$ cat src/rtl/vec_demux1_3.sv
// rtl/vec_demux1_3.sv - registered 1-to-3 vector demultiplexer with per-channel holding registers
module vec_demux1_3 #(
  parameter int N = 16,
  parameter int M = 16
) (
  input  logic                  clk,
  input  logic                  rst_n,
  input  logic                  in_valid,
  output logic                  in_ready,
  input  logic [1:0]            in_sel,
  input  logic [M-1:0][N-1:0]   in_data,
  output logic                  out_valid_a,
  output logic                  out_valid_b,
  output logic                  out_valid_c,
  input  logic                  out_ready_a,
  input  logic                  out_ready_b,
  input  logic                  out_ready_c,
  output logic [M-1:0][N-1:0]   out_data_a,
  output logic [M-1:0][N-1:0]   out_data_b,
  output logic [M-1:0][N-1:0]   out_data_c,
  input  logic                  err_clr,
  output logic                  err,
  output logic [7:0]            drop_cnt
);

  localparam logic [1:0] SEL_BAD = 2'b11;

  logic [2:0]                 valid_q, valid_d;
  logic [M-1:0][N-1:0]        data_q [3];
  logic [M-1:0][N-1:0]        data_d [3];
  logic                       err_q, err_d;
  logic [7:0]                 drop_cnt_q, drop_cnt_d;
  logic [2:0]                 out_ready;
  logic                       accept;
  logic                       drop;

  assign out_ready = {out_ready_c, out_ready_b, out_ready_a};

  // Ready toward the producer: invalid selects are always swallowed, otherwise the target slot must be free or draining
  always_comb begin
    in_ready = 1'b1;
    if (in_sel != SEL_BAD) begin
      in_ready = !valid_q[in_sel] || out_ready[in_sel];
    end
  end

  assign accept = in_valid && in_ready;
  assign drop   = accept && (in_sel == SEL_BAD);

  // Next state of each channel slot; a simultaneous drain and accept keeps the slot full with the new word
  always_comb begin
    valid_d = valid_q;
    for (int k = 0; k < 3; k++) begin
      data_d[k] = data_q[k];
      if (valid_q[k] && out_ready[k]) begin
        valid_d[k] = 1'b0;
      end
      if (accept && (in_sel == 2'(k))) begin
        valid_d[k] = 1'b1;
        data_d[k]  = in_data;
      end
    end
  end

  // Sticky error and saturating drop counter; a drop at the same edge as err_clr keeps err set
  always_comb begin
    err_d      = err_q;
    drop_cnt_d = drop_cnt_q;
    if (err_clr) begin
      err_d = 1'b0;
    end
    if (drop) begin
      err_d = 1'b1;
      if (drop_cnt_q != 8'hFF) begin
        drop_cnt_d = drop_cnt_q + 8'd1;
      end
    end
  end

  // State registers, cleared asynchronously so a held word is discarded immediately
  always_ff @(posedge clk or negedge rst_n) begin
    if (!rst_n) begin
      valid_q    <= '0;
      err_q      <= 1'b0;
      drop_cnt_q <= '0;
      for (int k = 0; k < 3; k++) begin
        data_q[k] <= '0;
      end
    end else begin
      valid_q    <= valid_d;
      err_q      <= err_d;
      drop_cnt_q <= drop_cnt_d;
      for (int k = 0; k < 3; k++) begin
        data_q[k] <= data_d[k];
      end
    end
  end

  assign out_valid_a = valid_q[0];
  assign out_valid_b = valid_q[1];
  assign out_valid_c = valid_q[2];
  assign out_data_a  = data_q[0];
  assign out_data_b  = data_q[1];
  assign out_data_c  = data_q[2];
  assign err         = err_q;
  assign drop_cnt    = drop_cnt_q;

endmodule

$ cat config.mk
export PLATFORM = sky130hd
export DESIGN_NAME = vec_demux1_3
export DESIGN_NICKNAME = d
export VERILOG_FILES = /design/src/rtl/vec_demux1_3.sv
export SDC_FILE = /design/constraint.sdc
export NUM_CORES = 1
export LEC_CHECK = 0
export BUFFER_PORTS_ARGS = -buffer_cell sky130_fd_sc_hd__buf_2
export CORE_AREA = 2 2 407 409
export DETAILED_ROUTE_END_ITERATION = 6
export DIE_AREA = 0 0 409 411
export PLACE_DENSITY = 0.35
export SYNTH_ARGS = -nofsm -noshare
export SYNTH_HDL_FRONTEND = slang
export SYNTH_SLANG_ARGS = --single-unit
$ cat constraint.sdc
create_clock -name clk -period 5.2 [get_ports clk]
set_input_delay 0.52 -clock clk [delete_from_list [all_inputs] [get_ports clk]]
set_output_delay 0.52 -clock clk [all_outputs]
set_load 0.02 [all_outputs]
== Word level (Yosys, flattened, before mapping) ==
Index checks and enable logic that the tools add are counted.

* $add $sub $neg: 1
* $mul: 0
* Divide/modulo/power cells: 0
* Magnitude comparators: 1
* Equal/unequal tests: 5
* Shift operators: 0
* Muxes and demuxes: 13
* Bitwise logic cells: 0
* Reductions and logical operators: 16

{| class="wikitable"
|+ Operators with widths
! cell !! number
|-
| 1-bit two-way mux || 11
|-
| 8-bit by 1-bit adder with 8-bit output, second input constant || 1
|-
| 1-bit logical AND || 8
|-
| 8-bit inequality test, second input constant || 1
|-
| 2-bit nonzero test || 4
|-
| 1-bit binary-select mux with 2-bit select || 2
|-
| 2-bit == test, second input constant || 2
|-
| 2-bit by 3-bit less-than comparator with 1-bit output, second input constant || 1
|-
| 2-bit by 1-bit == test with 1-bit output, second input constant || 1
|-
| 2-bit zero test || 1
|-
| 2-bit inequality test, second input constant || 1
|-
| 2-bit AND reduction || 1
|-
| 1-bit zero test || 1
|-
| 1-bit logical OR || 1
|}

* Register bits after elaboration: 780
* Latch bits: 0
* Bits in writable memories: 0
* Bits in read-only memories: 0
* Input port bits: 265
* Output and inout bits: 781
* Logic and storage cells: 89
* Memories kept: 0

== Logic depth before layout (Yosys ltp) ==
Gate-level depths: netlist of run 1.

* Depth in word-level cells: 8
* Gate-level depth with buffers: 6
* Depth with buffers taken out: 5

== Worst setup path before layout of run 1 ==
OpenSTA, ideal clock, no wires.

* Kind: in2reg
* Start point: in in_sel[1]
* End point: reg data_q, in the netlist out_data_b[100]
* Library setup time: 0.125 ns
* Arrival time: 1.757 ns
* Required time: 5.075 ns
* Slack: 3.317 ns
* Cell stages on the path: 6
* Buffers on the path: 4
* Path through: clkbuf_1 or3_1 buf_2 buf_6 buf_6 mux2_4

* Cells in the longest elaborated chain, start to end: 7
* Elaborated cells on any way between the ends: 11
* Those cells by class: eq/ne: 2; mux: 5; reduce/logical: 4

{| class="wikitable"
|+ RTL lines
! element !! RTL line !! text
|-
| start, declared || 10 || <nowiki>input logic [1:0] in_sel,</nowiki>
|-
| 1-bit binary-select mux with 2-bit select || 43 || <nowiki>in_ready = !valid_q[in_sel] || out_ready[in_sel];</nowiki>
|-
| 1-bit two-way mux (not written as such) || 43 ||
|-
| 1-bit zero test || 43 ||
|-
| 1-bit logical OR || 43 ||
|-
| 1-bit two-way mux || 42 || <nowiki>if (in_sel != SEL_BAD) begin</nowiki>
|-
| 1-bit logical AND || 47 || <nowiki>assign accept = in_valid && in_ready;</nowiki>
|-
| 1-bit logical AND (*) || 58 || <nowiki>if (accept && (in_sel == 2'(k))) begin</nowiki>
|-
| end signal, assigned by index || 94 || <nowiki>data_q[k] <= data_d[k];</nowiki>
|-
| end, declared || 29 || <nowiki>logic [M-1:0][N-1:0] data_q [3];</nowiki>
|}

Every way passes the cells marked *; elsewhere a longest branch is shown, timed or not. The select of a mux whose other input is x is not followed.
A chain may end at the register's enable or synchronous reset.

== Worst setup path after layout of run 1 ==
* Start point: reg valid_q[1]
* End point: reg data_q, in the netlist out_data_b[158]

* Cells in the longest elaborated chain, start to end: 7

{| class="wikitable"
|+ RTL lines
! element !! RTL line !! text
|-
| start, declared || 28 || <nowiki>logic [2:0] valid_q, valid_d;</nowiki>
|-
| start signal, assigned || 90 || <nowiki>valid_q <= valid_d;</nowiki>
|-
| 1-bit binary-select mux with 2-bit select || 43 ||
|-
| 1-bit two-way mux (not written as such) || 43 ||
|-
| 1-bit zero test || 43 ||
|-
| 1-bit logical OR || 43 ||
|-
| 1-bit two-way mux || 42 ||
|-
| 1-bit logical AND || 47 ||
|-
| 1-bit logical AND || 58 ||
|}

Every way passes these cells. The select of a mux whose other input is x is not followed.

==> results of run 1 <==
-- worst min-delay path by stage --
stage / from / to / slack, ns / cells past startpoint
2_1_floorplan: rst_n / drop_cnt[0] / 0.22 / 0
3_3_place_gp: out_data_b[9] / out_data_b[9] / 0.47 / 1
3_5_place_dp: out_data_b[5] / out_data_b[5] / 0.48 / 1
4_1_cts: in_data[206] / out_data_a[206] / 0.0003 / 2
5_1_grt: in_data[189] / out_data_b[189] / 0.02 / 2
6_report: in_data[21] / out_data_b[21] / 0.09 / 2
-- final cells by class --
class / count / area, sq um
sequential: 780 / 19520
antenna: 7 / 17.52
clock inverter: 21 / 329.1
clock buffer: 154 / 2927
tap: 2189 / 2739
timing repair buffer: 1137 / 6241
multi-input combinational: 812 / 9687
inverter: 1 / 3.754
fill: 17320 / 122400
-- routing by layer --
layer  track usage  wire, um
met1        0.1420     42040
met2        0.2192     55130
met3       0.05138      9603
met4       0.04142      3392
met5             0       105
-- state kept, by name, summed over array words and instances, names as in the netlist --
name        cells
drop_cnt        8
out_data_b    256
err             1
valid_q         3
out_data_a    256
out_data_c    256
-- through the flow --
step	instance area [sq um]	hold WS [ns]	utilization
floorplan	29780	0.2244	-
CTS	41440	0.0002526	0.2529
finish	41460	0.09465	0.2530
global placement	37700	0.4688	0.2301
global route	41460	0.01505	0.2530
detailed placement	37700	0.4761	0.2301
-- power by group --
part | total (W) | switching (W) | leakage [nW] | internal (W)
Sequential | 0.00801 | 0.000655 | 9.26 | 0.00736
Combinational | 0.00550 | 0.00334 | 8.98 | 0.00216
Clock | 0.00690 | 0.00279 | 1.58 | 0.00411
Total | 0.0204 | 0.00679 | 19.8 | 0.0136
-- cells in the mapped netlist, types with 2 or more instances --
cell and instances:
dfrtp_1 780, mux2_2 542, mux2_4 200, buf_2 55, mux2_1 29, buf_6 26, o21ai_0 8, nand2_1 6
nand2b_1 5, clkbuf_1 4, nand3_1 4, a21oi_1 3, nor2_1 3, xnor2_1 3, and4_1 2
-- cells by family (layout without fill, tap and decap cells) --
family,count (synthesis),in the layout
flip-flops,780,780
multiplexers,771,771
buffers and inverters,87,1313
AND/OR/NAND/NOR,26,26
AO/OA/AOI/OAI,11,11
XOR/XNOR,3,3
adder cells (fa/ha/maj),1,1
other,0,7
-- repair_timing --
item	CTS	global route
hold buffers	49	0
endpoints found under the hold margin	148	0
buffers inserted	0	0
==> results.yml, run 1 <==
run_status:
  status: "completed"
worst_setup_path:
  worstReg2RegEnd: "out_data_b[158]"
  cp-start-kind: "register"
  cpLargestDelayFamily: "simple AND/OR/NAND/NOR gates"
  reg2reg_slack_ns: 2.73
  slowest_delay_ns: 0.61
  path_depth: 5
  endpoint: "out_data_b[158]"
  cpMaxStageDelayCell: "or3_4"
  path_cells: "nor2b_1 > or3_4 > buf_12 > buf_12 > mux2_4"
  endpoint_kind: "register"
  path_max_fanout: 42
  path_buf_inv: 2
  rr_worst_depth: 5
  critPathMostFrequentCell: "buf_12"
  critPathRequiredTime_ns: 5.75
  arrival_ns: 3.01
  crit_start: "valid_q[1]"
  worst-setup-path-type: "reg -> reg"
  reg2reg_from: "valid_q[1]"
yosys:
  yosysSeqAreaShare: 0.6553
  synth_top_family_by_area: "multiplexers"
  synth-edff-count: 0
  synthMuxAreaShare: 0.3167
  netlist_area_sq_um: 29780
  synthXorXnorAreaFrac: 0.0008822
  synth-simple-area-share: 0.004999
  synth_ff_type: "dfrtp_1"
  yosys-top-cells-area: "dfrtp_1 (66%), mux2_2 (20%), mux2_4 (10%)"
  syn_avg_cell_area_sq_um: 17.74
  synth_compound_area_frac: 0.001848
  synth_top_cell_by_area: "dfrtp_1"
  synth-adder-area-share: 0.0004201
  yosys.cell_types.count: 24
  synth_top_area_frac: 0.6553
  synth_seq_cells: 780
  async_flop_share: 1.000
  yosysWarnings: 0
  synthCells: 1679
  syn_nets: 1945
worst_hold_path:
  hp-class: "in -> reg"
clock_tree:
  max-clock-path-buffers: 3
  cts_root_buf: "clkbuf_16"
  insertion_delay_ns: 0.70
  cts_sinks: 780
  cts_resized: 0
  tritoncts: "yes"
  h-tree-depth: 3
  clkTransAtPathRegs_ns: 0.06
  cts_inserted_buffers: 98
die:
  ios: 1046
  die_w_um: 409
  core_area_sq_um: 163900
  core.rowCount: 149
  initial_utilization: 0.1818
  die_area_sq_um: 168100
  die_h_um: 411
global_routing:
  grt_start_max_net_pins: 125
  track_usage: 0.1271
  grt_pass1_vias: 20420
  grt_pass1_wl_um: 156200
  grt.overflow.total: 0
  antenna_found_initial: 19
sta:
  rsz0062_at_grt: "no"
  setup_tns_ns: 0
  worstMarginPinSlew_ns: 1.221
  final_hold_viol_count: 0
  fin_ws_ns: 2.733
  setup_viol: 0
  slew_violations: 0
  skew_ns: 0.03413
  maxSlewHeadroom: 0.1859
  min_period_ns: 2.467
  post-route-period-util: 0.4744
  fmax_mhz: 405.3
route:
  avgViaCountPerCell: 3.704
  antenna_left: 0
  wirelength_um: 110300
  first_iter_violations: 693
  vias: 18890
  drt_first_pass_iters: 6
  avgRoutedWirePerCell_um: 21.62
  post-route-drc-count: 0
finish:
  layout_common_cells: "buf_2 (1044), dfrtp_1 (780), mux2_2 (542), mux2_4 (200), clkbuf_16 (101)"
  area_growth_pct: 39.21
  fin_cells: 5101
  final_nets: 3096
  final_common_cell: "buf_2"
  drive_gt1_frac: 0.6795
place:
  pre_cts_ws_ns: 2.425
  port_buffers: 1045
  place_hpwl_um: 81160
  dp_cells: 4870
  place.gp.congestion: 0.7515
pwr:
  power_density_nw_per_um2: 492.2
  power_leakage_nw: 19.82
  peakVddDrop_mv: 0.2570
  power_w: 0.02041
flow_run:
  drv_cap: 0
Power figures use the tool's default switching activity.
==> run 2: changes to the inputs <==
Settings changed: ABC_AREA set to 1, PLACE_DENSITY 0.35 to 0.36.
Clock period 5.2 ns to 2 ns, I/O delays scaled along.
==> results.yml, run 2 <==
global_routing:
  grt_pass1_vias: 24730
  track_usage: 0.1405
  grt_start_max_net_pins: 85
  antenna_found_initial: 6
  grt_pass1_wl_um: 175700
  grt.overflow.total: 0
yosys:
  synth.most_common_cell: "nand2_1"
  yosysWarnings: 0
  synth_top_area_frac: 0.6857
  synth-edff-count: 0
  synth_ff_type: "dfrtp_1"
  yosys-top-cells-area: "dfrtp_1 (69%), o21ai_0 (12%), nand2_1 (11%)"
  yosysSeqAreaShare: 0.6857
  syn_nets: 3093
  async_flop_share: 1.000
  yosys.cell_types.count: 23
  syn_avg_cell_area_sq_um: 10.07
  synthCells: 2827
  netlist_top_cells_count: "nand2_1 (799), dfrtp_1 (780), o21ai_0 (692)"
  synth_seq_cells: 780
  netlist_area_sq_um: 28460
  synth_top_cell_by_area: "dfrtp_1"
sta:
  worstMarginPinSlew_ns: 0.5629
  slew_violations: 0
  maxSlewHeadroom: 0.6243
  skew_ns: 0.07061
  setup_viol: 0
  fin_hold_ws_ns: 0.05207
  fin_ws_ns: 0.2242
  post-route-period-util: 0.8879
  rsz0062_at_grt: "no"
  setup_tns_ns: 0
  min_period_ns: 1.776
  fmax_mhz: 563.1
  final_hold_viol_count: 0
worst_setup_path:
  cp-start-kind: "register"
  cpLargestDelayFamily: "buffers and inverters"
  slowest_delay_ns: 0.41
  cpMaxStageDelayCell: "dfrtp_1"
  arrival_ns: 2.30
  endpoint_kind: "register"
  path_buf_inv: 3
  path_cells: "nand3_1 > nand3_1 > nand2_4 > buf_4 > nand3_4 > buf_12 > buf_12 > nand2_1 > o21ai_0"
  path_max_fanout: 57
  worst-setup-path-type: "reg -> reg"
  critPathRequiredTime_ns: 2.52
pwr:
  peakVddDrop_mv: 0.6582
  power_frac_comb: 0.255
  internal_power_w: 0.03241
  clock_power_share: 0.337
  power_w: 0.05011
  p_sw_w: 0.01770
  p_sw_frac: 0.3532
  power_leakage_nw: 22.17
  seqPwrFrac: 0.408
  power_density_nw_per_um2: 1179
route:
  highest_layer: "met5"
  vias: 23990
  drt_first_pass_iters: 5
  routed-wl-met3_um: 8110
  wl_met1_um: 48790
  dr_wl_met2_um: 61130
  avgViaCountPerCell: 3.739
  antenna_left: 0
  post-route-drc-count: 0
  first_iter_violations: 1374
  avgRoutedWirePerCell_um: 18.97
  wirelength_um: 121700
die:
  initial_utilization: 0.1737
  core.rowCount: 149
  die_w_um: 409
  core_area_sq_um: 163900
  die_h_um: 411
  ios: 1046
  die_area_sq_um: 168100
clock_tree:
  clkTransAtPathRegs_ns: 0.06
  max-clock-path-buffers: 3
  h-tree-depth: 3
  cts_sinks: 780
  tritoncts: "yes"
  cts_inserted_buffers: 94
  insertion_delay_ns: 0.72
  cts_root_buf: "clkbuf_16"
finish:
  drive_gt1_frac: 0.3032
  final_nets: 4422
  final_common_cell: "buf_2"
  area_growth_pct: 49.31
  layout_common_cells: "buf_2 (1043), nand2_1 (799), dfrtp_1 (780), o21ai_0 (692), inv_1 (269)"
  design_area_sq_um: 42500
place:
  place_hpwl_um: 93080
  place.gp.congestion: 0.8251
  port_buffers: 1045
  pre_cts_ws_ns: 0.2631
  placement.cell_area_sq_um: 36880
worst_hold_path:
  hp-class: "in -> reg"
run_status:
  status: "completed"
flow_run:
  drv_cap: 0
[run 2: path summary, 6_finish.rpt]
path | from | endpoint | slack (ns) | cells after the start
max | valid_q[2] | out_data_b[153] | 0.22 | 9
max reg2reg | valid_q[2] | out_data_b[153] | 0.22 | 9
min | in_data[112] | out_data_c[112] | 0.05 | 3
min reg2reg | out_data_b[83] | out_data_b[83] | 0.48 | 2
max in group asynchronous | rst_n | out_data_b[243] | 0.95 | 3
min in group asynchronous | rst_n | out_data_b[2] | 0.08 | 2
[run 2: per-stage QoR]
stage | std cells | utilization
final | 6415 | 0.2593
after global routing | 6411 | 0.2593
after CTS | 6408 | 0.2592
after detailed placement | 5988 | 0.2250
after global placement | 5988 | 0.2250
after floorplan | 2827 | -
[run 2: timing repair]
| item | in CTS | in global routing |
|---|---|---|
| hold endpoints to repair | 1452 | 0 |
| resized for setup | 0 | 1 |
| hold buffers | 259 | 0 |
| setup endpoints to repair | 0 | 1 |
| setup buffers | 0 | 2 |
[run 2: logic make-up after synthesis]
kind of cell | after synthesis | synth area share
buf+inv | 440 | 0.06435
xor+xnor | 4 | 0.001231
compound gates | 774 | 0.1361
simple gates | 828 | 0.1122
fa+ha+maj | 1 | 0.0004395
flops | 780 | 0.6857
[run 2: power by group through the flow]
stage / clock [W] / sequential, W / combinational [W]
final: 0.0169 / 0.0205 / 0.0128
after global routing: 0.0181 / 0.0208 / 0.0139
after CTS: 0.0175 / 0.0205 / 0.0131
after detailed placement: 0 / 0.0207 / 0.0127
after global placement: 0 / 0.0207 / 0.0126
after floorplan: 0 / 0.0244 / 0.00262
[run 2: tightest hold or removal path, cell delays in order]
cell and delay [ns]:
buf_2 0.08, inv_1 0.24, o21ai_1 0.21
[run 2: routing by layer]
metal / GRT usage / vias to the layer above
li1: - / 11670
met1: 0.1637 / 11480
met2: 0.2469 / 671
met3: 0.04144 / 162
met4: 0.04339 / 4
met5: 0 / -
[run 2: layout make-up]
type | instances | area (sq um)
inverter | 271 | 1017
multi-input combinational | 1607 | 7114
sequential | 780 | 19520
timing repair buffer | 1402 | 9096
antenna | 5 | 12.51
clock inverter | 23 | 354.1
fill | 17810 | 121400
tap | 2189 | 2739
clock buffer | 138 | 2648
